### config.mk
export PLATFORM = sky130hd
export DESIGN_NAME = xorshift64_prng
export DESIGN_NICKNAME = d
export VERILOG_FILES = /design/src/rtl/pio_chk_pkg.sv /design/src/rtl/xorshift64_prng.sv
export SDC_FILE = /design/constraint.sdc
export NUM_CORES = 1
export LEC_CHECK = 0
export BUFFER_PORTS_ARGS = -buffer_cell sky130_fd_sc_hd__buf_2
export CAP_MARGIN = 5
export CELL_PAD_IN_SITES_DETAIL_PLACEMENT = 1
export CELL_PAD_IN_SITES_GLOBAL_PLACEMENT = 1
export CORE_MARGIN = 10
export CORE_UTILIZATION = 47
export DETAILED_ROUTE_END_ITERATION = 16
export GPL_TIMING_DRIVEN = 0
export PLACE_DENSITY_LB_ADDON = 0.1
export SLEW_MARGIN = 20
export SYNTH_ARGS = -nofsm -noshare
export SYNTH_HDL_FRONTEND = slang
export SYNTH_SLANG_ARGS = --single-unit
### constraint.sdc
create_clock -name clk -period 2.2 [get_ports clk]
set_input_delay 0.11 -clock clk [delete_from_list [all_inputs] [get_ports clk]]
set_output_delay 0.11 -clock clk [all_outputs]
set_load 0.1 [all_outputs]
### src/rtl/pio_chk_pkg.sv
// rtl/pio_chk_pkg.sv - shared state enum, PRNG step and pin-mode encodings for the PIO lockstep checker
package pio_chk_pkg;

  typedef enum logic [2:0] {
    S_IDLE,
    S_WARM0,
    S_WARM1,
    S_WARMZ,
    S_APPLY,
    S_SETTLE,
    S_COMPARE,
    S_DONE
  } chk_state_e;

  localparam logic [63:0] DEFAULT_SEED = 64'd88172645463325252;

  // Pin-mode select values produced from the PRNG (3 and 4 mean "flip a stim bit").
  localparam logic [2:0] PIN_SEL_Z    = 3'd0;
  localparam logic [2:0] PIN_SEL_DRV0 = 3'd1;
  localparam logic [2:0] PIN_SEL_DRV1 = 3'd2;

  // Position of clk_in inside the control stimulus vector.
  localparam int CLK_IN_BIT = 1;

  function automatic logic [63:0] xorshift64(input logic [63:0] x);
    logic [63:0] y;
    y = x ^ (x << 13);
    y = y ^ (y >> 7);
    y = y ^ (y << 17);
    return y;
  endfunction

endpackage

### src/rtl/xorshift64_prng.sv
// rtl/xorshift64_prng.sv - xorshift64 state register with reseed and step controls
module xorshift64_prng
  import pio_chk_pkg::*;
#(
  parameter logic [63:0] SEED = DEFAULT_SEED
) (
  input  logic        clk,
  input  logic        resetn,
  input  logic        reseed,
  input  logic        step,
  output logic [63:0] state
);

  // Reseed takes priority over step so every run starts from the same point.
  always_ff @(posedge clk or negedge resetn) begin
    if (!resetn) begin
      state <= SEED;
    end else if (reseed) begin
      state <= SEED;
    end else if (step) begin
      state <= xorshift64(state);
    end
  end

endmodule

# Word level (Yosys, flattened, before mapping)
# Index checks and enable logic that the tools add are counted.
# word_totals
register_bits	64
out_inout_bits	64
# classes
bitwise	3
n_reduce_logical	1
n_mux	2
# op_table
cell	n
64-bit 2-to-1 mux	2
64-bit XOR	2
64-bit by 57-bit XOR with 64-bit output	1
2-bit nonzero test	1

# Logic depth before layout (Yosys ltp)
# Gate-level depths: netlist of the first run.
# logic_depth
word_depth	5
ltp_mapped	5

# Worst setup path before layout of the first run
# No wires, ideal clock.
# synth_timing
kind	register to register
startpoint	register state[28]
endpoint	register state[51]
period_less_slack_ps	2403
stages_incl_launch_ff	5
required_time_ps	2135
t_arrival_ps	2338
setup_ps	65
path_buffers	0
path_slack_ps	-203
path_cell_list	dfrtp_1 xor3_2 xnor3_1 or3_1 nand3_1
# synth_via
elab_chain_cells	5
# synth_rtl
element	line_no	rtl
start: declaration	xorshift64_prng.sv:11	output logic [63:0] state
start signal: assignment	xorshift64_prng.sv:21	state <= xorshift64(state);
64-bit XOR	pio_chk_pkg.sv:27	y = x ^ (x << 13);
64-bit by 57-bit XOR with 64-bit output	pio_chk_pkg.sv:28	y = y ^ (y >> 7);
64-bit XOR	pio_chk_pkg.sv:29	y = y ^ (y << 17);
64-bit 2-to-1 mux	xorshift64_prng.sv:20	end else if (step) begin
64-bit 2-to-1 mux	xorshift64_prng.sv:18	end else if (reseed) begin
# No other way between the ends. The select of a mux whose other input is x is not followed.
# A chain may end at the register's enable or synchronous reset.

# Final worst setup path of the first run
# layout_timing
startpoint	register state[8]
endpoint	register state[38]
# Same word-level chain as after synthesis.

==> results.yml, run 1 <==
placed_design:
  placed_cells: 651
  port_buffers: 67
  detailedPlacementHpwl_um: 11200
  finalWeightedCongestion: 0.827
  dpl-instance-area_um2: 5600
clock_network:
  ctsHtreeMaxLevel: 3
  post_cts_buffers: 0
  cts_inserted_buffers: 9
  clk_pin_slew_ns: 0.08
  clock_insertion_delay_worst_skew_ns: 0.37
  post_cts_resized: 0
  ctsRootBufferMaster: "sky130_fd_sc_hd__clkbuf_8"
  sink_count: 64
  max-clock-path-buffers: 2
  cts_tree: "yes"
synth:
  synthesis.instances: 447
  dominant_combinational_cell_family_by_area_after_synthesis: "XOR/XNOR gates"
  synth_area_in_simple_gates_pct: 9.32
  synth_seq_area_share_pct: 32.8
  synth_xor_area_share_pct: 43.0
  synth_flop_cell: "sky130_fd_sc_hd__dfrtp_1"
  synthDistinctLibCells: 35
  postSynth.asyncResetShare_pct: 100
  synth-edff-count: 0
  post_synthesis_share_of_cell_area_spent_on_full_adders_half_adders_and_majority_gates_pct: 0
  ys_warn_count: 0
  synthesized_area_per_cell_um2: 11.2
  postSynthRegisterBits: 64
  synth-compound-area-share_pct: 10.7
  synthMuxAreaShare_pct: 0.451
  mappedNetlistNets: 451
  synthesized_cell_area_um2: 4990
floorplan:
  fp.dieW_um: 123
  floorplan.initialDensity_pct: 48.4
  std_cell_rows: 37
  pin_count: 68
  die_area_um2: 15100
  core-area_um2: 10300
  die_y_um: 123
timing:
  timing.final.crit_share_pct: 96.0
  final.setup_skew_ns: 0.00662
  unrepaired_setup_endpoints_after_global_routing: "no"
  finalWorstPathRequiredPeriod_ns: 2.11
  worst_slew_margin_rel_pct: 48.8
  finalHoldViolations: 0
  worstMarginPinSlew_ns: 0.769
  drv_slew: 0
  setup_violations: 0
  max_freq_mhz: 473
hold_path:
  hold_path.class: "in2async"
detailed_routing:
  dr.pass1.iters: 4
  route.vias.total: 3739
  detail_route.vias_per_cell: 5.64
  antenna_violating_nets_post_route: 0
  detail_route.drc_violations: 0
  dr.first_iter.drc_count: 269
  routed_wl_um: 15700
  post_dr_wirelength_cell_um: 23.6
layout:
  layout_cell_share_with_drive_strength_beyond_1_pct: 29.8
  register_name_with_the_most_flops: "state"
  area_of_all_placed_cells_without_fillers_um2: 5780
  n_fill_cell: 1151
  final-instance-count-excl-fill: 663
  fin_util_pct: 56.0
  area_growth_syn_to_layout_pct: 15.8
  largest_reg_flops: 64
  post_layout_nets: 526
  insertedDiodeCount: 0
  largestRegisters: "state (64)"
global_routing:
  gr-total-overflow: 0
  global_route_wire_length_before_repair_um: 24500
  first_global_vias: 4034
  largest_net_degree_at_the_start_of_global_routing: 49
  groute.usage.overall_pct: 21.5
  initial_antenna_violation_count: 0
critical_path:
  worstPathRequired_ns: 2.48
  timing.critical_path.from_type: "flip-flop"
  worst_ep_arrival_time_ns: 2.40
  criticalPathCategory: "reg2reg"
  worst-path-max-fanout: 6
  r2r_cells: 5
  reg2reg_setup_slack_ns: 0.09
  crit_path_capture_type: "flip-flop"
run:
  drv.max_cap_violation_count: 0
outcome:
  run_status: "complete, no violations"
==> critical path, stage by stage (launching register included) <==
cell and delay [ns]:
sky130_fd_sc_hd__dfrtp_4 0.47, sky130_fd_sc_hd__buf_2 0.19, sky130_fd_sc_hd__xor3_1 0.44, sky130_fd_sc_hd__xnor3_1 0.42, sky130_fd_sc_hd__or3_1 0.32, sky130_fd_sc_hd__a21oi_1 0.18
==> per-stage QoR <==
step	setup slack (ns)	hold WS [ns]	TNS (ns)
3_3_place_gp	-0.0465	0.518	-0.0465
3_5_place_dp	-0.0658	0.00218	-0.0691
2_1_floorplan	0.00574	-0.186	0
6_report	0.0870	0.148	0
4_1_cts	0.0175	0.145	0
5_1_grt	0.00461	0.185	0
==> Yosys cell counts, types with 3 or more instances <==
| cell type | instances | share of area (%) |
|---|---|---|
| sky130_fd_sc_hd__a21oi_1 | 34 | 3.4 |
| sky130_fd_sc_hd__nor2b_1 | 9 | 1.1 |
| sky130_fd_sc_hd__xor2_1 | 18 | 3.2 |
| sky130_fd_sc_hd__xor3_1 | 21 | 10 |
| sky130_fd_sc_hd__xnor3_1 | 34 | 15 |
| sky130_fd_sc_hd__a211o_1 | 6 | 1.1 |
| sky130_fd_sc_hd__dfrtp_1 | 35 | 18 |
| sky130_fd_sc_hd__or3_1 | 15 | 1.9 |
| sky130_fd_sc_hd__a31o_2 | 10 | 1.8 |
| sky130_fd_sc_hd__o21ai_0 | 27 | 2.7 |
| sky130_fd_sc_hd__clkbuf_1 | 35 | 2.6 |
| sky130_fd_sc_hd__nor2_1 | 27 | 2.0 |
| sky130_fd_sc_hd__dfstp_2 | 29 | 15 |
| sky130_fd_sc_hd__o211ai_1 | 4 | 0.60 |
| sky130_fd_sc_hd__and3_1 | 12 | 1.5 |
| sky130_fd_sc_hd__nand2_1 | 20 | 1.5 |
| sky130_fd_sc_hd__nand3_1 | 5 | 0.50 |
| sky130_fd_sc_hd__a211oi_1 | 3 | 0.45 |
| sky130_fd_sc_hd__xnor2_1 | 76 | 13 |
| sky130_fd_sc_hd__buf_2 | 6 | 0.60 |
==> kinds of logic after synthesis <==
kind of cell | after synthesis
DFF | 64
muxes | 2
xor gates and xnor gates | 152
AOI/OAI and AO/OA | 89
and+or+nand+nor | 94
buffers and inverters | 46
==> cell type report <==
cell class	count	area, µm²	share of cell area [%]
inverters	2	7.51	0.130
plain buffers	39	174	3.01
repair buffers	69	375	6.49
multi-input cells	337	3170	54.8
well taps	136	170	2.94
clock buffers	9	124	2.14
clock inverters	7	62.6	1.08
flip-flops and latches	64	1700	29.4
==> worst paths after layout <==
| kind | from | endpoint |
|---|---|---|
| worst max-delay path | state[8] | state[38] |
| worst min-delay path | resetn | state[0] |
| worst max register to register | state[8] | state[38] |
| worst min register to register | state[51] | state[51] |
| max in group asynchronous | resetn | state[39] |
| min in group clk | step | state[46] |
==> cell usage in the layout, fill, tap and decap left out, types with 2 or more instances in the layout <==
cell,n
sky130_fd_sc_hd__dfrtp_2,15
sky130_fd_sc_hd__clkinv_2,5
sky130_fd_sc_hd__mux2_2,2
sky130_fd_sc_hd__clkbuf_1,28
sky130_fd_sc_hd__nand2b_1,2
sky130_fd_sc_hd__nor2b_1,9
sky130_fd_sc_hd__dfstp_4,11
sky130_fd_sc_hd__xnor3_1,34
sky130_fd_sc_hd__xnor2_2,2
sky130_fd_sc_hd__clkbuf_8,10
sky130_fd_sc_hd__buf_2,72
sky130_fd_sc_hd__nor2_1,27
sky130_fd_sc_hd__or3_1,15
sky130_fd_sc_hd__xor2_1,18
sky130_fd_sc_hd__xnor2_1,76
sky130_fd_sc_hd__xor3_1,21
sky130_fd_sc_hd__dfrtp_1,19
sky130_fd_sc_hd__a211oi_1,3
sky130_fd_sc_hd__nand2_1,20
sky130_fd_sc_hd__a31oi_1,2
sky130_fd_sc_hd__or2_2,2
sky130_fd_sc_hd__clkbuf_2,2
sky130_fd_sc_hd__a31o_2,10
sky130_fd_sc_hd__dfstp_2,18
sky130_fd_sc_hd__o211ai_1,4
sky130_fd_sc_hd__and3_1,12
sky130_fd_sc_hd__a211o_1,6
sky130_fd_sc_hd__inv_1,2
sky130_fd_sc_hd__o21ai_0,27
sky130_fd_sc_hd__a21oi_1,34
sky130_fd_sc_hd__nand3_1,5
==> repair_timing <==
action,in CTS,in global routing
pin swaps,0,1
endpoints found under the hold margin,45,0
hold buffers,1,0
setup endpoints to repair,3,6
==> per-layer routing <==
metal	vias up	track usage, %	part of all wire (%)
li1	1677	-	-
met1	1946	27.6	43
met2	95	36.4	51
met3	21	3.10	4.8
met4	0	7.64	1.9
met5	-	0	0
Power of run 1 is left out: the tool's default activity adds up to more than one toggle a clock period on the data nets, which glitch-free logic cannot reach.
==> inputs of run 2 (changes only) <==
- CORE_UTILIZATION: 47 -> 48
- CTS_BUF_LIST: default -> sky130_fd_sc_hd__clkbuf_8
- SETUP_SLACK_MARGIN: default -> 0.4
==> results.yml, run 2 (synthesized netlist as in run 1, its figures left out) <==
clock_network:
  ctsHtreeMaxLevel: 3
  cts_inserted_buffers: 9
  cts_tree: "yes"
  ctsRootBufferMaster: "sky130_fd_sc_hd__clkbuf_8"
  sink_count: 64
  clock_insertion_delay_worst_skew_ns: 0.36
  max-clock-path-buffers: 2
  clk_pin_slew_ns: 0.07
timing:
  worst_slew_margin_rel_pct: 47.6
  finalWorstPathRequiredPeriod_ns: 2.03
  drv_slew: 0
  timing.final.crit_share_pct: 92.1
  fin_tns_setup_ns: 0
  setup_violations: 0
  worstMarginPinSlew_ns: 0.786
  max_freq_mhz: 494
  finalHoldViolations: 0
  unrepaired_setup_endpoints_after_global_routing: "yes"
  final.setup_skew_ns: 0.00892
detailed_routing:
  dr.pass1.iters: 4
  antenna_violating_nets_post_route: 0
  dr.first_iter.drc_count: 289
  detail_route.vias_per_cell: 5.76
  routed_wl_um: 17900
  detail_route.drc_violations: 0
  post_dr_wirelength_cell_um: 25.7
  route.vias.total: 4012
critical_path:
  max_stage_delay_cell_worst_path: "sky130_fd_sc_hd__dfstp_4"
  timing.critical_path.slowest_cell_delay_ns: 0.62
  crit_path_cell_trace: "clkbuf_8 -> xnor2_2 -> xnor3_1 -> or3_1 -> a21oi_1"
  critical-path-top-delay-family: "flip-flops"
  worst_ep_arrival_time_ns: 2.29
  crit_path_capture_type: "flip-flop"
  reg2reg_setup_slack_ns: 0.17
  worstPathRequired_ns: 2.46
  crit_start: "state[20]"
  timing.critical_path.from_type: "flip-flop"
  path_buf_inv: 1
  criticalPathCategory: "reg2reg"
  worst-path-max-fanout: 5
  critical_path.reg2reg.startpoint: "state[20]"
floorplan:
  die_y_um: 122
  std_cell_rows: 37
  core-area_um2: 10200
  pin_count: 68
  die_area_um2: 14900
  floorplan.initialDensity_pct: 48.8
  fp.dieW_um: 122
global_routing:
  top_usage_layer: "met2"
  grt_util_met3_pct: 4.95
  global_route_wire_length_before_repair_um: 25600
  groute.usage.overall_pct: 23.0
  globalRouteMet1Util_pct: 28.3
  first_global_vias: 4383
  gr-total-overflow: 0
  largest_net_degree_at_the_start_of_global_routing: 34
  globalRouteMet2Util_pct: 38.3
  initial_antenna_violation_count: 0
placed_design:
  detailedPlacementHpwl_um: 11700
  finalWeightedCongestion: 0.830
  port_buffers: 67
hold_path:
  hold_path_startpoint: "step"
  hold_path.class: "in2reg"
layout:
  register_name_with_the_most_flops: "state"
  largestRegisters: "state (64)"
  largest_reg_flops: 64
  n_fill_cell: 1054
  layout_commonest_cell: "sky130_fd_sc_hd__buf_2"
  insertedDiodeCount: 0
  layout_cell_share_with_drive_strength_beyond_1_pct: 45.6
  area_growth_syn_to_layout_pct: 35.4
  layout.cells.most_common_list: "67 x sky130_fd_sc_hd__buf_2, 49 x sky130_fd_sc_hd__xnor2_1, 32 x sky130_fd_sc_hd__xnor3_1"
  post_layout_nets: 560
run:
  drv.max_cap_violation_count: 0
outcome:
  run_status: "complete, no violations"
-- run 2: cell types whose count changed in the layout (fill, tap and decap cells not counted), sizes merged --
cell,previous run,this run
buf,76,109
bufinv,1,0
clkbuf,40,43
clkinv,5,1
clkinvlp,1,0
inv,2,6
-- run 2: metal layers --
metal	part of all wire, %	up-vias
met5	0	-
met4	2.6	0
met3	7.0	39
met2	51	161
met1	40	2066
li1	-	1746
-- run 2: metrics by stage --
step	hold slack [ns]	std cells	area [µm²]	worst slack [ns]	util [%]
5_1_grt	0.203	697	6760	0.0786	66.1
2_1_floorplan	-0.186	447	5490	0.112	-
6_report	0.188	697	6760	0.174	66.1
3_5_place_dp	0.0989	651	6020	0.0961	58.8
4_1_cts	0.161	686	6560	0.191	64.1
3_3_place_gp	0.512	650	6000	0.142	58.6
-- run 2: final timing paths --
check | end | cells after the start
min | state[46] | 3
min reg2reg | state[51] | 2
max | state[43] | 5
min in group asynchronous | state[5] | 2
max in group asynchronous | state[2] | 3
max reg2reg | state[43] | 5
-- run 2: tightest hold or removal path, delay by kind of cell --
family,cells,cell delay (ns)
AO/OA/AOI/OAI,1,0.12
buffers and inverters,1,0.15
AND/OR/NAND/NOR,1,0.13
-- run 2: cell type report --
class                           count  area, µm²  share of cell area, %
Timing Repair Buffer               98        608                   8.99
Multi-Input combinational cell    337       3550                   52.5
Tap cell                          136        170                   2.52
Inverter                            2       7.51                  0.111
Buffer                             44        442                   6.53
Clock buffer                       11        151                   2.24
Sequential cell                    64       1810                   26.8
Clock inverter                      5       20.0                  0.296
-- run 2: timing repair --
action	CTS	global route
cloned	0	0
hold buffers	1	0
buffers inserted	18	11
resized for setup	32	33
pin swaps	26	26
endpoints found under the hold margin	17	0
endpoints found under the setup margin	21	32
Power of run 2 is left out for the same reason.
